**config.mk**
```make
export PLATFORM = sky130hd
export DESIGN_NAME = op_queue_mem
export DESIGN_NICKNAME = d
export VERILOG_FILES = /design/src/rtl/op_queue_mem.sv
export SDC_FILE = /design/constraint.sdc
export NUM_CORES = 1
export LEC_CHECK = 0
export ABC_AREA = 1
export CAP_MARGIN = 20
export CORE_MARGIN = 4
export CORE_UTILIZATION = 54
export DETAILED_ROUTE_END_ITERATION = 16
export PLACE_DENSITY = 0.75
export REMOVE_ABC_BUFFERS = 1
export SLEW_MARGIN = 0
export SYNTH_ARGS = -nofsm -noshare
export SYNTH_HDL_FRONTEND = slang
export SYNTH_SLANG_ARGS = --single-unit
```
**constraint.sdc**
```tcl
create_clock -name clk -period 2.1 [get_ports clk]
set_input_delay 0.63 -clock clk [delete_from_list [all_inputs] [get_ports clk]]
set_output_delay 0.63 -clock clk [all_outputs]
set_load 0.01 [all_outputs]
```
**src/rtl/op_queue_mem.sv**
```systemverilog
`default_nettype none
// ============================================================================
// op_queue_mem : in-order operation queue with FWFT read port, flush and a
//                sticky overflow flag for the matrix execution engine.
// Revision     : 1.0
// ============================================================================
module op_queue_mem #(
    parameter int OP_WIDTH = 16,
    parameter int DEPTH    = 8,
    parameter int ADDR_W   = 3
) (
    input  logic                clk,
    input  logic                reset,
    input  logic                flush,
    input  logic                wr_valid,
    input  logic [OP_WIDTH-1:0] wr_op,
    output logic                wr_ready,
    output logic                rd_valid,
    output logic [OP_WIDTH-1:0] rd_op,
    input  logic                rd_ready,
    output logic [ADDR_W:0]     count,
    output logic                full,
    output logic                empty,
    output logic                ovf_err
);

    localparam logic [ADDR_W:0]   FULL_COUNT = (ADDR_W + 1)'(DEPTH);
    localparam logic [ADDR_W:0]   CNT_ONE    = (ADDR_W + 1)'(1);
    localparam logic [ADDR_W-1:0] PTR_ONE    = ADDR_W'(1);

    logic [OP_WIDTH-1:0] mem [DEPTH];
    logic [ADDR_W-1:0]   wr_ptr;
    logic [ADDR_W-1:0]   rd_ptr;
    logic                wr_fire;
    logic                rd_fire;

    assign full     = (count == FULL_COUNT);
    assign empty    = (count == '0);
    assign wr_ready = !full;
    assign rd_valid = !empty;

    // Head word falls straight through; zero is presented while nothing is queued.
    assign rd_op    = empty ? '0 : mem[rd_ptr];

    assign wr_fire  = wr_valid && wr_ready && !flush;
    assign rd_fire  = rd_ready && rd_valid && !flush;

    // Storage carries no reset so it can map onto plain RAM.
    always_ff @(posedge clk) begin
        if (wr_fire) begin
            mem[wr_ptr] <= wr_op;
        end
    end

    always_ff @(posedge clk or posedge reset) begin
        if (reset) begin
            wr_ptr  <= '0;
            rd_ptr  <= '0;
            count   <= '0;
            ovf_err <= 1'b0;
        end else if (flush) begin
            wr_ptr  <= '0;
            rd_ptr  <= '0;
            count   <= '0;
            ovf_err <= 1'b0;
        end else begin
            if (wr_fire) begin
                wr_ptr <= wr_ptr + PTR_ONE;
            end
            if (rd_fire) begin
                rd_ptr <= rd_ptr + PTR_ONE;
            end
            case ({wr_fire, rd_fire})
                2'b10:   count <= count + CNT_ONE;
                2'b01:   count <= count - CNT_ONE;
                default: count <= count;
            endcase
            if (wr_valid && full) begin
                ovf_err <= 1'b1;
            end
        end
    end

endmodule
`default_nettype wire

```
==> impl_metrics.py <==
metrics = {
    "run": {
        "max_cap_violations": 0,
    },
    "floorplan": {
        "dieArea_mm2": 0.0123,
        "dieHeight_um": 111,
        "start_util_pct": 55.5,
        "die_w_um": 111,
        "io_pins": 46,
        "core_area_mm2": 0.0103,
        "rows": 37,
    },
    "timing": {
        "skew_ns": 0.00736,
        "slew_headroom_pct": 68.0,
        "maxSlewViolCount": 0,
        "post-route-period-util_pct": 129,
        "setup_viol_count_final": 19,
        "max_slew.worst_pin.slew_ns": 0.479,
        "fin_ws_ns": -0.606,
        "final.setup.tns_ns": -8.76,
        "clock.fmax_mhz": 370,
        "fin_hold_ws_ns": 0.411,
        "min_period_ns": 2.71,
        "hold_viol": 0,
        "rsz0062_at_grt": "true",
    },
    "placed_design": {
        "finalWeightedCongestion": 0.794,
        "io_buffers": 45,
        "hpwl_mm": 8.20,
    },
    "worst_setup_path": {
        "crit_buf_inv": 4,
        "crit_family": "buffers and inverters",
        "endpoint_kind": "output port",
        "path_max_fanout": 7,
        "worstSetupPathType": "reg -> out",
        "slowest_delay_ns": 0.41,
        "path_cells": "buf_12, buf_6, buf_16, o21ai_0, o22ai_1, o21ai_1, a31oi_1, buf_2",
        "arrival_ns": 2.08,
        "worstPathRequired_ns": 1.47,
        "start_kind": "flop",
        "slowest_stage": "dfrtp_2",
    },
    "layout": {
        "area_growth_pct": 41.8,
        "drive_above_1_share_pct": 36.8,
        "most-common-layout-cells": "edfxtp_1 (128), nor2_1 (86), buf_4 (60)",
        "layout_commonest_cell": "edfxtp_1",
        "fin_nets": 624,
        "diodes": 0,
    },
    "synthesis": {
        "synth-simple-area-share_pct": 11.5,
        "synth-seq-area-share_pct": 71.9,
        "yosys-top-cells-area": "edfxtp_1 (67%), nor2_1 (6.9%), o21ai_0 (4.9%), dfrtp_1 (4.8%), o21ai_1 (2.8%)",
        "synth_area_mm2": 0.00573,
        "synthDistinctLibCells": 27,
        "synth_xor_area_share_pct": 0.153,
        "yosys.area.top_type": "edfxtp_1",
        "synth_seq_cells": 139,
        "yosys_warnings": 0,
        "synth.area.mux_share_pct": 0,
        "synthCells": 465,
        "synth_top_family_by_area": "compound AO/OA/AOI/OAI gates",
        "synth_compound_area_share_pct": 11.7,
        "synth_top_area_share_pct": 67.1,
        "avgSynthCellArea_um2": 12.3,
        "synthAdderAreaFrac_pct": 0.874,
    },
    "detailed_routing": {
        "firstDrtPassIters": 5,
        "vias_per_cell": 5.87,
        "antenna_left": 0,
        "via_count": 4394,
        "wl_per_cell_um": 21.7,
        "drt-total-wl_mm": 16.2,
        "drtIter0Drc": 505,
        "drc": 0,
    },
    "pwr": {
        "pwr-share-seq_pct": 29.3,
        "combPwrFrac_pct": 43.5,
        "power.leakage_nw": 3.10,
        "switching_share_pct": 32.4,
        "p_int_w": 0.00741,
        "power_density_mw_per_mm2": 1350,
        "p_clk_share_pct": 27.3,
        "netSwitchingPower_w": 0.00356,
        "ir_worst_vdd_mv": 0.754,
    },
    "clock_network": {
        "cts_sinks": 139,
        "path_clk_slew_ns": 0.06,
        "cts_root_buf": "clkbuf_8",
        "cts_max_path_buffers": 2,
        "clk_latency_ns": 0.54,
        "htree_levels": 4,
        "cts_inserted_buffers": 17,
        "cts_tree": "done",
        "holdBufCountCts": 0,
    },
    "run_status": {
        "outcome": "finished, violations left",
        "failed_checks": "negative setup slack",
    },
    "global_route": {
        "grt_max_degree": 20,
        "grt-ovfl-total": 0,
        "grt_pass1_vias": 4388,
        "grt_pass1_wl_mm": 23.7,
        "track_usage_pct": 25.2,
        "antenna_found_initial": 0,
    },
    "min_path": {
        "hp-class": "in -> async",
    },
}
Yosys cell counts:
cell and instances:
inv_2 7, nor2_8 1, nand3_1 3, nor2_1 105
nand3_2 5, o22ai_1 17, nor2_2 1, nand2_4 4
edfxtp_1 128, clkinv_1 1, o21ai_1 32, buf_2 11
o21ai_0 56, nand3b_1 1, o21ai_2 1, inv_1 15
clkbuf_1 10, buf_6 2, ha_1 4, nand4_1 1
a21oi_1 3, a31oi_1 16, dfrtp_1 11, nand2_1 21
buf_4 2, xnor2_1 1, nand2_2 6
metal layers:
metal  GRT usage [%]  up-vias  wire length [um]
met4            11.8        0               408
met1            31.6     2145              6000
met5               0        -                 0
met3            6.88       40              1500
met2            41.0      261              8320
li1                -     1948                 -
repair_timing:
action,CTS,global route
gates cloned,5,4
resized for setup,131,92
setup endpoints to repair,24,22
pin swaps,11,28
setup buffers,14,8
area by class of cell:
type	instances	area (um^2)
clock inverter	7	113
multi-input combinational	278	1650
timing repair buffer	140	1470
clock buffer	25	474
fill	528	2200
sequential	139	4120
tap	136	170
inverter	23	115
state kept, by name, indices dropped and copies added (netlist names):
name,count
wr_ptr,3
mem,128
rd_ptr,3
count,4
ovf_err,1
cell families (layout without fill, tap and decap cells):
kind of cell / count (synthesis) / count (layout)
AND/OR/NAND/NOR: 148 / 148
flip-flops: 139 / 139
AO/OA/AOI/OAI: 125 / 125
buffers and inverters: 48 / 195
adder cells (fa/ha/maj): 4 / 4
XOR/XNOR: 1 / 1
final timing paths:
path	endpoint	slack, ns	startpoint	depth (start not counted)
setup / recovery	rd_op[0]	-0.61	rd_ptr[0]$_DFFE_PP0P_	8
hold / removal	wr_ptr[1]$_DFFE_PP0P_	0.41	reset	2
setup reg to reg	count[3]$_DFFE_PP0P_	-0.01	count[0]$_DFFE_PP0P_	18
hold reg to reg	ovf_err$_DFFE_PP0P_	0.52	ovf_err$_DFFE_PP0P_	2
max in group asynchronous	rd_ptr[1]$_DFFE_PP0P_	1.33	reset	2
min in group clk	ovf_err$_DFFE_PP0P_	0.52	ovf_err$_DFFE_PP0P_	2
power groups by stage:
stage / sequential, W / combinational [W] / clock (W)
floorplan: 0.00339 / 0.00137 / 0
global placement: 0.00325 / 0.00338 / 0
detailed placement: 0.00326 / 0.00344 / 0
CTS: 0.00322 / 0.00391 / 0.00296
global route: 0.00322 / 0.00505 / 0.00314
finish: 0.00321 / 0.00477 / 0.00299
stage by stage:
stage / total power, W / setup WS (ns) / instance area, um^2 / utilization, % / cells
finish: 0.0110 / -0.606 / 8120 / 78.7 / 748
global route: 0.0114 / -0.679 / 8120 / 78.7 / 748
CTS: 0.0101 / -0.518 / 7720 / 74.8 / 741
detailed placement: 0.00670 / -0.428 / 6870 / 66.5 / 691
global placement: 0.00662 / -0.285 / 6870 / 66.5 / 691
floorplan: 0.00476 / -0.930 / 5600 / - / 440
No activity file was read; power rests on OpenSTA's default activity.
